### src/rtl/ftdi_pkg.sv
// ftdi_pkg: shared types and constants for the FTDI 245-FIFO responder.
//   ftdi_resp_state_t : responder FSM states
//   BYTE_W            : width of the FTDI data bus and FIFO entries
package ftdi_pkg;

  localparam int unsigned BYTE_W = 8;

  typedef enum logic [1:0] {
    IDLE,
    RD_ACTIVE,
    WR_ACTIVE,
    GAP
  } ftdi_resp_state_t;

endpackage

### src/rtl/ftdi_fifo_responder_if.sv
// ftdi_fifo_responder_if: host-side FTDI async 245-FIFO bus.
//   ftdi_rd, ftdi_wr : host strobes, active-low
//   adbus_tri        : host is driving the bus
//   adbus_in         : value the host drives
//   rxf, txe         : chip status, active-low
//   adbus_oe         : chip drives the bus
//   adbus_out        : value the chip drives
// Modports: master = USB host side, slave = chip (responder) side.
interface ftdi_fifo_responder_if;
  import ftdi_pkg::*;

  logic              ftdi_rd;
  logic              ftdi_wr;
  logic              adbus_tri;
  logic [BYTE_W-1:0] adbus_in;
  logic              rxf;
  logic              txe;
  logic              adbus_oe;
  logic [BYTE_W-1:0] adbus_out;

  modport master (
    output ftdi_rd, ftdi_wr, adbus_tri, adbus_in,
    input  rxf, txe, adbus_oe, adbus_out
  );

  modport slave (
    input  ftdi_rd, ftdi_wr, adbus_tri, adbus_in,
    output rxf, txe, adbus_oe, adbus_out
  );

endinterface

### src/rtl/byte_fifo.sv
// byte_fifo: synchronous byte FIFO, DEPTH entries (power of 2, >= 2).
//   clock, reset_n : clock, async active-low reset
//   clear          : synchronous empty
//   push, din      : write one byte (caller guarantees room, or a same-cycle pop)
//   pop            : drop the head (caller guarantees non-empty)
//   head           : byte at the read pointer
//   count          : occupancy 0..DEPTH
//   full, empty    : occupancy flags
module byte_fifo
  import ftdi_pkg::*;
#(
  parameter int unsigned DEPTH = 16
) (
  input  logic                     clock,
  input  logic                     reset_n,
  input  logic                     clear,
  input  logic                     push,
  input  logic                     pop,
  input  logic [BYTE_W-1:0]        din,
  output logic [BYTE_W-1:0]        head,
  output logic [$clog2(DEPTH):0]   count,
  output logic                     full,
  output logic                     empty
);

  localparam int unsigned AW = $clog2(DEPTH);
  localparam int unsigned CW = AW + 1;

  logic [BYTE_W-1:0] mem [DEPTH];
  logic [AW-1:0]     wr_ptr;
  logic [AW-1:0]     rd_ptr;

  assign head  = mem[rd_ptr];
  assign full  = (count == CW'(DEPTH));
  assign empty = (count == '0);

  // Pointers are AW bits wide, so wrap modulo DEPTH is implicit.
  always_ff @(posedge clock or negedge reset_n) begin
    if (!reset_n) begin
      wr_ptr <= '0;
      rd_ptr <= '0;
      count  <= '0;
    end else if (clear) begin
      wr_ptr <= '0;
      rd_ptr <= '0;
      count  <= '0;
    end else begin
      if (push) wr_ptr <= wr_ptr + 1'b1;
      if (pop)  rd_ptr <= rd_ptr + 1'b1;
      count <= count + CW'(push) - CW'(pop);
    end
  end

  always_ff @(posedge clock) begin
    if (push && !clear) mem[wr_ptr] <= din;
  end

endmodule

### src/rtl/ftdi_fifo_responder.sv
// ftdi_fifo_responder: device-side model of the FTDI async 245-FIFO chip.
// Answers host ftdi_rd/ftdi_wr strobes, drives rxf/txe and the data bus,
// buffering PC->FPGA bytes in an RX FIFO and FPGA->PC bytes in a TX FIFO.
//   clock, reset_n       : clock, async active-low reset
//   clear                : sync: empty FIFOs, clear errors, FSM to IDLE
//   bus (slave)          : host strobes, bus and rxf/txe status
//   pc_wr_valid/data/ready : PC side feeding the RX FIFO
//   pc_rd_valid/data/ready : PC side draining the TX FIFO
//   rx_count, tx_count   : FIFO occupancies
//   err_underrun/overflow/conflict : sticky protocol errors
// Build option: FTDI_RESP_LOOPBACK_EN moves TX bytes into RX internally and
// makes the PC ports inert.
module ftdi_fifo_responder
  import ftdi_pkg::*;
#(
  parameter int unsigned DEPTH   = 16,
  parameter int unsigned RXF_GAP = 1,
  parameter int unsigned TXE_GAP = 1
) (
  input  logic                   clock,
  input  logic                   reset_n,
  input  logic                   clear,
  ftdi_fifo_responder_if.slave   bus,
  input  logic                   pc_wr_valid,
  input  logic [BYTE_W-1:0]      pc_wr_data,
  output logic                   pc_wr_ready,
  output logic                   pc_rd_valid,
  output logic [BYTE_W-1:0]      pc_rd_data,
  input  logic                   pc_rd_ready,
  output logic [$clog2(DEPTH):0] rx_count,
  output logic [$clog2(DEPTH):0] tx_count,
  output logic                   err_underrun,
  output logic                   err_overflow,
  output logic                   err_conflict
);

  localparam int unsigned CW      = $clog2(DEPTH) + 1;
  localparam int unsigned GAP_MAX = (RXF_GAP > TXE_GAP) ? RXF_GAP : TXE_GAP;
  localparam int unsigned GAP_W   = (GAP_MAX < 2) ? 1 : $clog2(GAP_MAX);

  ftdi_resp_state_t  state, state_n;
  logic [GAP_W-1:0]  gap_cnt, gap_n;

  logic              rx_push, rx_pop, rx_full, rx_empty;
  logic              tx_push, tx_pop, tx_full, tx_empty;
  logic [BYTE_W-1:0] rx_din, tx_din, rx_head, tx_head;

  logic              host_pop, host_push;
  logic              set_underrun, set_overflow, set_conflict;
  logic              rxf_q, txe_q;
  logic [CW-1:0]     rx_cnt_nxt, tx_cnt_nxt;

  byte_fifo #(.DEPTH(DEPTH)) u_rx_fifo (
    .clock   (clock),
    .reset_n (reset_n),
    .clear   (clear),
    .push    (rx_push),
    .pop     (rx_pop),
    .din     (rx_din),
    .head    (rx_head),
    .count   (rx_count),
    .full    (rx_full),
    .empty   (rx_empty)
  );

  byte_fifo #(.DEPTH(DEPTH)) u_tx_fifo (
    .clock   (clock),
    .reset_n (reset_n),
    .clear   (clear),
    .push    (tx_push),
    .pop     (tx_pop),
    .din     (tx_din),
    .head    (tx_head),
    .count   (tx_count),
    .full    (tx_full),
    .empty   (tx_empty)
  );

  // Read data is presented combinationally so it is valid in the same
  // cycle the host drops ftdi_rd.
  assign bus.adbus_oe  = !bus.ftdi_rd && !bus.adbus_tri;
  assign bus.adbus_out = rx_empty ? '0 : rx_head;
  assign bus.rxf       = rxf_q;
  assign bus.txe       = txe_q;

  assign rx_pop  = host_pop;
  assign tx_push = host_push;
  assign tx_din  = bus.adbus_in;

`ifdef FTDI_RESP_LOOPBACK_EN
  logic lb_move;
  logic unused_pc;

  assign lb_move     = !tx_empty && !rx_full && !clear;
  assign rx_push     = lb_move;
  assign rx_din      = tx_head;
  assign tx_pop      = lb_move;
  assign pc_wr_ready = 1'b0;
  assign pc_rd_valid = 1'b0;
  assign pc_rd_data  = '0;
  assign unused_pc   = ^{pc_wr_valid, pc_wr_data, pc_rd_ready};
`else
  // A host pop in the same cycle frees a slot, so a full RX can still
  // accept a PC byte.
  assign pc_wr_ready = (!rx_full || host_pop) && !clear;
  assign rx_push     = pc_wr_valid && pc_wr_ready;
  assign rx_din      = pc_wr_data;
  assign pc_rd_valid = !tx_empty;
  assign pc_rd_data  = tx_empty ? '0 : tx_head;
  assign tx_pop      = pc_rd_valid && pc_rd_ready && !clear;
`endif

  always_comb begin
    state_n      = state;
    gap_n        = gap_cnt;
    host_pop     = 1'b0;
    host_push    = 1'b0;
    set_underrun = 1'b0;
    set_overflow = 1'b0;
    set_conflict = !bus.ftdi_rd && bus.adbus_tri;

    unique case (state)
      IDLE: begin
        if (!bus.ftdi_rd && !bus.ftdi_wr) begin
          set_conflict = 1'b1;
          state_n      = GAP;
          gap_n        = '0;
        end else if (!bus.ftdi_rd) begin
          if (rx_empty) set_underrun = 1'b1;
          else          host_pop     = 1'b1;
          state_n = RD_ACTIVE;
        end else if (!bus.ftdi_wr && bus.adbus_tri) begin
          // A PC pop in the same cycle makes room on a full TX.
          if (tx_full && !tx_pop) set_overflow = 1'b1;
          else                    host_push    = 1'b1;
          state_n = WR_ACTIVE;
        end
      end
      RD_ACTIVE: begin
        if (bus.ftdi_rd) begin
          if (RXF_GAP == 0) begin
            state_n = IDLE;
          end else begin
            state_n = GAP;
            gap_n   = GAP_W'(RXF_GAP - 1);
          end
        end
      end
      WR_ACTIVE: begin
        if (bus.ftdi_wr) begin
          if (TXE_GAP == 0) begin
            state_n = IDLE;
          end else begin
            state_n = GAP;
            gap_n   = GAP_W'(TXE_GAP - 1);
          end
        end
      end
      GAP: begin
        if (gap_cnt == '0) state_n = IDLE;
        else               gap_n   = gap_cnt - 1'b1;
      end
      default: state_n = IDLE;
    endcase

    if (clear) begin
      state_n      = IDLE;
      gap_n        = '0;
      host_pop     = 1'b0;
      host_push    = 1'b0;
      set_underrun = 1'b0;
      set_overflow = 1'b0;
      set_conflict = 1'b0;
    end
  end

  // rxf/txe are registered from the post-edge state and occupancy so that
  // status drops in the very cycle after a transfer.
  always_comb begin
    rx_cnt_nxt = clear ? '0 : rx_count + CW'(rx_push) - CW'(rx_pop);
    tx_cnt_nxt = clear ? '0 : tx_count + CW'(tx_push) - CW'(tx_pop);
  end

  always_ff @(posedge clock or negedge reset_n) begin
    if (!reset_n) begin
      state   <= IDLE;
      gap_cnt <= '0;
      rxf_q   <= 1'b1;
      txe_q   <= 1'b1;
    end else begin
      state   <= state_n;
      gap_cnt <= gap_n;
      rxf_q   <= !(state_n == IDLE && rx_cnt_nxt != '0);
      txe_q   <= !(state_n == IDLE && tx_cnt_nxt != CW'(DEPTH));
    end
  end

  always_ff @(posedge clock or negedge reset_n) begin
    if (!reset_n) begin
      err_underrun <= 1'b0;
      err_overflow <= 1'b0;
      err_conflict <= 1'b0;
    end else if (clear) begin
      err_underrun <= 1'b0;
      err_overflow <= 1'b0;
      err_conflict <= 1'b0;
    end else begin
      err_underrun <= err_underrun | set_underrun;
      err_overflow <= err_overflow | set_overflow;
      err_conflict <= err_conflict | set_conflict;
    end
  end

endmodule

### src/flat_wrapper.sv
// flat-port wrapper written by rule: the top's interface ports become plain ports
module ftdi_fifo_responder_flat import ftdi_pkg::*;
#(
  parameter int unsigned DEPTH   = 16,
  parameter int unsigned RXF_GAP = 1,
  parameter int unsigned TXE_GAP = 1
)
  (clock, reset_n, clear, pc_wr_valid, pc_wr_data, pc_wr_ready, pc_rd_valid, pc_rd_data, pc_rd_ready, rx_count, tx_count, err_underrun, err_overflow, err_conflict, bus_ftdi_rd, bus_ftdi_wr, bus_adbus_tri, bus_adbus_in, bus_rxf, bus_txe, bus_adbus_oe, bus_adbus_out);
  ftdi_fifo_responder_if bus_i ();
  input  logic clock;
  input  logic reset_n;
  input  logic clear;
  input  logic pc_wr_valid;
  input  logic [BYTE_W-1:0] pc_wr_data;
  output logic pc_wr_ready;
  output logic pc_rd_valid;
  output logic [BYTE_W-1:0] pc_rd_data;
  input  logic pc_rd_ready;
  output logic [$clog2(DEPTH):0] rx_count;
  output logic [$clog2(DEPTH):0] tx_count;
  output logic err_underrun;
  output logic err_overflow;
  output logic err_conflict;
  input wire logic [$bits(bus_i.ftdi_rd)-1:0] bus_ftdi_rd;
  input wire logic [$bits(bus_i.ftdi_wr)-1:0] bus_ftdi_wr;
  input wire logic [$bits(bus_i.adbus_tri)-1:0] bus_adbus_tri;
  input wire logic [$bits(bus_i.adbus_in)-1:0] bus_adbus_in;
  output wire logic [$bits(bus_i.rxf)-1:0] bus_rxf;
  output wire logic [$bits(bus_i.txe)-1:0] bus_txe;
  output wire logic [$bits(bus_i.adbus_oe)-1:0] bus_adbus_oe;
  output wire logic [$bits(bus_i.adbus_out)-1:0] bus_adbus_out;
  assign bus_i.ftdi_rd = bus_ftdi_rd;
  assign bus_i.ftdi_wr = bus_ftdi_wr;
  assign bus_i.adbus_tri = bus_adbus_tri;
  assign bus_i.adbus_in = bus_adbus_in;
  assign bus_rxf = bus_i.rxf;
  assign bus_txe = bus_i.txe;
  assign bus_adbus_oe = bus_i.adbus_oe;
  assign bus_adbus_out = bus_i.adbus_out;
  ftdi_fifo_responder #(.DEPTH(DEPTH), .RXF_GAP(RXF_GAP), .TXE_GAP(TXE_GAP)) u_core (.clock(clock), .reset_n(reset_n), .clear(clear), .bus(bus_i), .pc_wr_valid(pc_wr_valid), .pc_wr_data(pc_wr_data), .pc_wr_ready(pc_wr_ready), .pc_rd_valid(pc_rd_valid), .pc_rd_data(pc_rd_data), .pc_rd_ready(pc_rd_ready), .rx_count(rx_count), .tx_count(tx_count), .err_underrun(err_underrun), .err_overflow(err_overflow), .err_conflict(err_conflict));
endmodule
### config.mk
export PLATFORM = sky130hd
export DESIGN_NAME = ftdi_fifo_responder_flat
export DESIGN_NICKNAME = d
export VERILOG_FILES = /design/src/rtl/ftdi_pkg.sv /design/src/rtl/ftdi_fifo_responder_if.sv /design/src/rtl/byte_fifo.sv /design/src/rtl/ftdi_fifo_responder.sv /design/src/flat_wrapper.sv
export SDC_FILE = /design/constraint.sdc
export NUM_CORES = 1
export LEC_CHECK = 0
export CAP_MARGIN = 20
export CELL_PAD_IN_SITES_DETAIL_PLACEMENT = 0
export CELL_PAD_IN_SITES_GLOBAL_PLACEMENT = 1
export CORE_MARGIN = 3
export CORE_UTILIZATION = 35
export DETAILED_ROUTE_END_ITERATION = 6
export PLACE_DENSITY = 0.66
export SLEW_MARGIN = 20
export SYNTH_ARGS = -nofsm -noshare
export SYNTH_HDL_FRONTEND = slang
export SYNTH_SLANG_ARGS = --single-unit
### constraint.sdc
create_clock -name clock -period 3.5 [get_ports clock]
set_input_delay 0.525 -clock clock [delete_from_list [all_inputs] [get_ports clock]]
set_output_delay 0.525 -clock clock [all_outputs]
set_load 0.05 [all_outputs]
**After elaboration in Yosys (flattened, before gate mapping)**

Memory sizes are Yosys's and may differ from the RTL's.
Index checks and enable logic that the tools add are counted.

- Add/sub/neg operators: 9
- $mul: 0
- Divide/modulo/power cells: 0
- $lt $le $gt $ge: 0
- Equal/unequal tests: 9
- Shift-type cells: 0
- Mux-type cells: 58
- Bitwise logic cells: 3
- Reduce and logical (&&, ||, !) cells: 33

Operators with widths:

| cell | number |
|---|---|
| $mux 1 | 37 |
| $mux 4 | 8 |
| $add 4x1->4 const B | 4 |
| $mux 8 | 2 |
| $mux 2 | 7 |
| $logic_and 1x1->1 | 13 |
| $add 5x1->5 | 2 |
| $eq 5x5->1 const B | 2 |
| $logic_not 5->1 | 2 |
| $mux 5 | 2 |
| $sub 5x1->5 | 2 |
| $logic_not 1->1 | 9 |
| $pmux 2 s4 | 1 |
| $reduce_bool 2->1 | 4 |
| $ne 3x3->1 const B | 2 |
| $ne 5x5->1 const B | 1 |
| $reduce_bool 5->1 | 1 |
| $eq 2x2->1 const B | 2 |
| $logic_not 2->1 | 2 |
| $pmux 1 s4 | 1 |
| $ne 3x2->1 const B | 1 |
| $or 1x1->1 | 3 |
| $reduce_and 3->1 | 1 |
| $eq 2x1->1 const B | 1 |
| other kinds (2) | 2 |

- Register bits after elaboration: 34
- Latch bits: 0
- Memory bits (writable): 256
- ROM bits: 0
- Output and inout bits: 34
- Memories: 2

Memories:

| name | words | bits a word | read ports | clocked after Yosys merged registers in | wr ports | RTL line | RTL |
|---|---|---|---|---|---|---|---|
| u_core.u_rx_fifo.mem | 16 | 8 | 1 | 0 | 1 | byte_fifo.sv:29 | `logic [BYTE_W-1:0] mem [DEPTH];` |
| u_core.u_tx_fifo.mem | 16 | 8 | 1 | 0 | 1 | byte_fifo.sv:29 |  |

**Longest topological paths before layout**

- Word-level depth: 18
- Mapped depth: 15
- Gate-level depth less buffers: 14

**Modules after synthesis**

Synthesis repeated with hierarchy kept, for this count alone.

- Cells, all modules: 708
- Area, all modules: 12451.9 sq um

By module, submodules not included:

| module | instances | cells each | area each (sq um) |
|---|---|---|---|
| byte_fifo (u_core.u_rx_fifo) | 1 | 299 | 5778.0 |
| byte_fifo (u_core.u_tx_fifo) | 1 | 302 | 5778.0 |
| ftdi_fifo_responder | 1 | 107 | 895.9 |

**Worst setup path before layout**

Ideal clock, no wire load.

- Path type: register to register
- Start point: register u_core.u_tx_fifo.count[3]
- End point: register u_core.txe_q (netlist: u_core.bus.txe)
- Data arrival time: 3763 ps
- Data required time: 3395 ps
- Path slack: -369 ps
- Cell stages (with the launch flop): 16
- Cells stage by stage: dfrtp_1 inv_1 ha_1 or4b_2 clkbuf_1 nand2_1 nor2_1 ha_1 inv_1 ha_1 inv_1 fa_1 xor2_1 nor2_1 or3_1 o41ai_1

- Longest elaborated chain between the ends: 18
- Elaborated cells on any way between the ends: 19
- Those cells by class: add/sub: 2; eq/ne: 2; mux: 7; reduce/logical: 8

RTL lines:

| item | RTL line | RTL |
|---|---|---|
| start, declared | byte_fifo.sv:21 | `output logic [$clog2(DEPTH):0] count,` |
| start signal, assigned | byte_fifo.sv:50 | `count <= count + CW'(push) - CW'(pop);` |
| $logic_not 5->1 * | byte_fifo.sv:35 | `assign empty = (count == '0);` |
| $logic_not 1->1 * | ftdi_fifo_responder.sv:108 | `assign pc_rd_valid = !tx_empty;` |
| via pc_rd_valid | flat_wrapper.sv:16 | `output logic pc_rd_valid;` |
| $logic_and 1x1->1 * (2 in a row) | ftdi_fifo_responder.sv:110 | `assign tx_pop = pc_rd_valid && pc_rd_ready && !clear;` |
| $logic_not 1->1 | ftdi_fifo_responder.sv:134 | `if (tx_full && !tx_pop) set_overflow = 1'b1;` |
| $logic_and 1x1->1 | ftdi_fifo_responder.sv:134 |  |
| $mux 1 | ftdi_fifo_responder.sv:134 |  |
| $mux 1 | ftdi_fifo_responder.sv:132 | `end else if (!bus.ftdi_wr && bus.adbus_tri) begin` |
| [3 not listed] | -- |  |
| $mux 1 | ftdi_fifo_responder.sv:166 | `if (clear) begin` |
| $add 5x1->5 | ftdi_fifo_responder.sv:181 | `tx_cnt_nxt = clear ? '0 : tx_count + CW'(tx_push) - CW'(tx_pop);` |
| $sub 5x1->5 * | ftdi_fifo_responder.sv:181 |  |
| $mux 5 * | ftdi_fifo_responder.sv:181 |  |
| via u_core.tx_cnt_nxt[2] | ftdi_fifo_responder.sv:51 | `logic [CW-1:0] rx_cnt_nxt, tx_cnt_nxt;` |
| $ne 5x5->1 * | ftdi_fifo_responder.sv:194 | `txe_q <= !(state_n == IDLE && tx_cnt_nxt != CW'(DEPTH));` |
| $logic_and 1x1->1 * | ftdi_fifo_responder.sv:194 |  |
| $logic_not 1->1 * | ftdi_fifo_responder.sv:194 |  |
| end signal, assigned | ftdi_fifo_responder.sv:194 |  |
| end, declared | ftdi_fifo_responder.sv:50 | `logic rxf_q, txe_q;` |

The timed path passes the listed nets; every way through them passes the cells marked *.
A chain may end at the register's enable or synchronous reset.

**Worst setup path in the final report**

- Start point: input bus_ftdi_rd
- End point: register u_core.txe_q (netlist: u_core.bus.txe)

- Longest elaborated chain between the ends: 11
- Elaborated cells on any way between the ends: 18
- Those cells by class: add/sub: 2; eq/ne: 1; mux: 10; reduce/logical: 5

RTL lines:

| item | RTL line | RTL |
|---|---|---|
| start, declared | flat_wrapper.sv:24 | `input wire logic [$bits(bus_i.ftdi_rd)-1:0] bus_ftdi_rd;` |
| $logic_not 1->1 | ftdi_fifo_responder.sv:124 | `if (!bus.ftdi_rd && !bus.ftdi_wr) begin` |
| $logic_and 1x1->1 | ftdi_fifo_responder.sv:124 |  |
| $mux 1 * | ftdi_fifo_responder.sv:124 |  |
| $mux 1 * | ftdi_fifo_responder.sv:122 | `unique case (state)` |
| $mux 1 * | ftdi_fifo_responder.sv:166 |  |
| $add 5x1->5 * | ftdi_fifo_responder.sv:181 |  |
| $sub 5x1->5 * | ftdi_fifo_responder.sv:181 |  |
| $mux 5 * | ftdi_fifo_responder.sv:181 |  |
| via u_core.tx_cnt_nxt[2] | ftdi_fifo_responder.sv:51 |  |
| $ne 5x5->1 * | ftdi_fifo_responder.sv:194 |  |
| $logic_and 1x1->1 * | ftdi_fifo_responder.sv:194 |  |
| $logic_not 1->1 * | ftdi_fifo_responder.sv:194 |  |

Marked as above.

==> impl_results.md <==
- Yosys Warn Count: 0
- Top_reg_cell synth: edfxtp_1
- Syn-to-layout area delta: 19.38%
- Final WL: 24310 um
- Number of library cell types mapped by synthesis: 49
- Async set-reset flop share out of synthesis: 11.42%
- Achievable frequency: ~0.3 GHz
- Uppermost layer routed: met4
- Drc violations: 0
- Post-layout minimum cycle time: 3.364 ns
- Unrepaired setup endpoints after global routing: true
- Post-Syn Area: 11960 sq um
- Critical Path Source: bus_ftdi_rd
- Critical Path RT: 3.96 ns
- Sequential fraction of the synthesis area: just over 70%
- Die area: 36440 sq um
- Slowest-stage cell, CP: clkdlybuf4s50_1
- Post-CTS Hold Buffers: 0
- Startpoint types: primary input
- FF-to-FF Start: u_core.state[1]
- CTS clock-pin slew for the worst setup and hold paths: 0.06 ns
- Initial Util: roughly 36%
- Max-slew headroom: 47.03%
- Crit Path Class: primary input to register
- Tot Pwr: slightly above 9 mW
- Routed len/inst: roughly 20 um
- Skew-Pair Late Insertion Delay: 0.55 ns
- Final period util: 96.13%
- GRT overflow: 0
- Post-route non-filler standard cell count: between 1000 and 1500
- Row cnt: 67
- Post-Syn Instances: 642
- PwrDens: 654.2 nW/um^2
- Die width: 190.9 um
- Critical Path AT: 3.82 ns
- Number of flops mapped to enable cells by yosys: 256
- Fraction of layout cells with a size suffix above 1: between 20 and 25%
- Worst Path Max Fanout: 2
- Clk sinks: about 290
- Met1 WL: ~10000 um
- Max-slew violations: 0
- Final Core Density: 42.49%
- Post-Place Setup Slack: -0.4316 ns
- IO Count: 58
- Final instance area: around 14000 sq um
- Setup Buffers After CTS: 0
- Routed vias: 6026
- Final Setup Violations: 0
- Layout Nets: 786
- Worst VDD drop: 511.0 uV
- N_diodes: 0
- Global-route wire length before repair: ~38000 um
- Crit-path cells: clkdlybuf4s50_1 > or3b_1 > a311o_1 > or2_2 > ha_1 > inv_1 > ha_1 > inv_1 > fa_1 > xor2_1 > nor2_1 > or3_1 > o41ai_2
- DP Area: ~13000 sq um
- Core area: 33620 sq um
- PortBufs: 57
- Worst Hold Class: primary input to asynchronous set/reset pin
- CP bufs+invs: 3
- Vias in the first global route: 6567
- Initial antenna violation count: 0
- Crit path max-delay family: simple AND/OR/NAND/NOR gates
- Antenna Nets Post-Route: 0
- Post-Place Cells: 1153
- Clock Skew: 0.01775 ns
- P_leak: 4.735 nW
- Routed met2 length: 12490 um
- CTS tree: yes
- Htree depth: 1
- First-pass detailed-route iteration total: 4
- CTS Buf Count: 31
- DP Wirelength: 15950 um
- Metal3 WL: 1092 um
- Avg Vias per Cell: 4.976
- Worst-margin pin slew: 0.7946 ns
- Mapped Nets: 690
- All-Layer GR Usage: 13.66%
- Clk root buf: clkbuf_16
- Drt first-iter violations: around 370
- Filler cell count: 2932
- Flops & latches, synth: around 290
- Average cell area after synthesis: 18.64 sq um
- Routability Congestion: 0.7650
- Pin count of the biggest net entering global routing: 34
- Max Cap Violations: 0
- Max Root-Sink Buffers: 3
- Setup WS post-layout: approximately 0.14 ns
- Status: finished clean
- Setup crit end kind: register
- Die height: 190.9 um
- Max incr delay on CP: 0.47 ns
- Final Hold Violating Endpoints: 0
-- through the flow --
stage	TNS, ns	hold slack, ns
after detailed placement	-0.7441	0.4995
after global placement	-0.5015	0.4884
after global routing	-0.02558	0.09897
after CTS	0	0.06248
after floorplan	0	0.2294
final	0	0.06073
-- power by group --
group          internal (mW)  switching [mW]
combinational          0.791            1.28
clock                   1.99            1.28
sequential              3.86           0.137
total                   6.65            2.70
-- layout by cell type, fill, tap and decap left out, drive strengths merged, types with 15 or more instances in the layout --
| cell type | count |
|---|---|
| nor2 | 27 |
| a21oi | 15 |
| dfrtp | 31 |
| clkdlybuf4s50 | 38 |
| edfxtp | 256 |
| and2 | 24 |
| mux4 | 64 |
| o22ai | 16 |
| buf | 56 |
| inv | 22 |
| clkbuf | 37 |
| ha | 22 |
| mux2i | 35 |
-- flip-flops by register name, summed over array words and instances (netlist names) --
register and flops:
u_core.err_conflict 1, u_core.bus.txe 1, u_core.state 2, u_core.u_tx_fifo.mem 128, u_core.u_rx_fifo.wr_ptr 4, u_core.u_tx_fifo.count 5
u_core.bus.rxf 1, u_core.u_rx_fifo.rd_ptr 4, u_core.u_rx_fifo.count 5, u_core.u_tx_fifo.wr_ptr 4, u_core.u_tx_fifo.rd_ptr 4, u_core.u_rx_fifo.mem 128
u_core.err_overflow 1, u_core.err_underrun 1
-- path summary, 6_finish.rpt --
check	cells past startpoint	endpoint	slack [ns]
setup / recovery	13	u_core.bus.txe	0.14
hold / removal	1	u_core.err_conflict	0.06
setup reg to reg	12	u_core.bus.txe	0.19
hold reg to reg	2	u_core.err_conflict	0.51
max in group asynchronous	1	u_core.u_tx_fifo.rd_ptr[1]	2.85
min in group clock	4	u_core.err_overflow	0.42
-- what timing repair did --
action	in CTS	in global routing
pin swaps	0	0
resized for setup	5	4
setup endpoints to repair	6	7
-- layout make-up --
| cell class | count | area, sq um | share of cell area [%] |
|---|---|---|---|
| timing repair buffer | 97 | 838.3 | 5.869 |
| clock buffer | 37 | 798.3 | 5.589 |
| multi-input combinational | 298 | 3244 | 22.72 |
| tap | 448 | 560.5 | 3.925 |
| inverter | 21 | 78.83 | 0.5519 |
| clock inverter | 21 | 239.0 | 1.673 |
| sequential | 289 | 8523 | 59.68 |
-- per-layer routing --
| metal | vias up | global-route usage (%) |
|---|---|---|
| li1 | 2744 | - |
| met1 | 3134 | 18.21 |
| met2 | 117 | 23.63 |
| met3 | 31 | 2.169 |
| met4 | 0 | 3.189 |
| met5 | - | 0 |
-- cells by family (layout without fill, tap and decap cells) --
kind of cell / after synthesis / after routing / share of synthesized area (%)
multiplexers: 99 / 99 / 14.98
XOR/XNOR: 15 / 15 / 1.098
AND/OR/NAND/NOR: 116 / 116 / 5.898
adder cells (fa/ha/maj): 24 / 24 / 2.635
buffers and inverters: 55 / 176 / 1.862
AO/OA/AOI/OAI: 44 / 44 / 2.353
flip-flops: 289 / 289 / 71.18
-- Yosys cell counts (2+ instances only) --
library cell,instances,area share [%]
nand3_1,8,0.33
nand2b_1,12,0.63
a21oi_1,14,0.59
and4b_1,4,0.33
dfrtp_1,31,6.5
nor3_1,3,0.13
o21ai_0,2,0.084
or4b_2,2,0.17
nor2b_1,4,0.21
dfstp_2,2,0.44
mux2i_1,35,2.9
and4_1,4,0.29
xor2_1,7,0.51
a31o_2,2,0.15
nand2_1,8,0.25
and2_1,24,1.3
inv_1,21,0.66
nor4_2,4,0.42
clkbuf_1,21,0.66
nor4b_1,2,0.15
buf_1,5,0.16
nor3b_1,3,0.19
or3_1,4,0.21
mux4_2,64,12
ha_1,22,2.3
nor2_1,27,0.85
xnor2_1,8,0.59
buf_2,7,0.29
o22ai_1,16,0.84
fa_1,2,0.33
edfxtp_1,256,64
No activity file was read; power rests on OpenSTA's default activity.
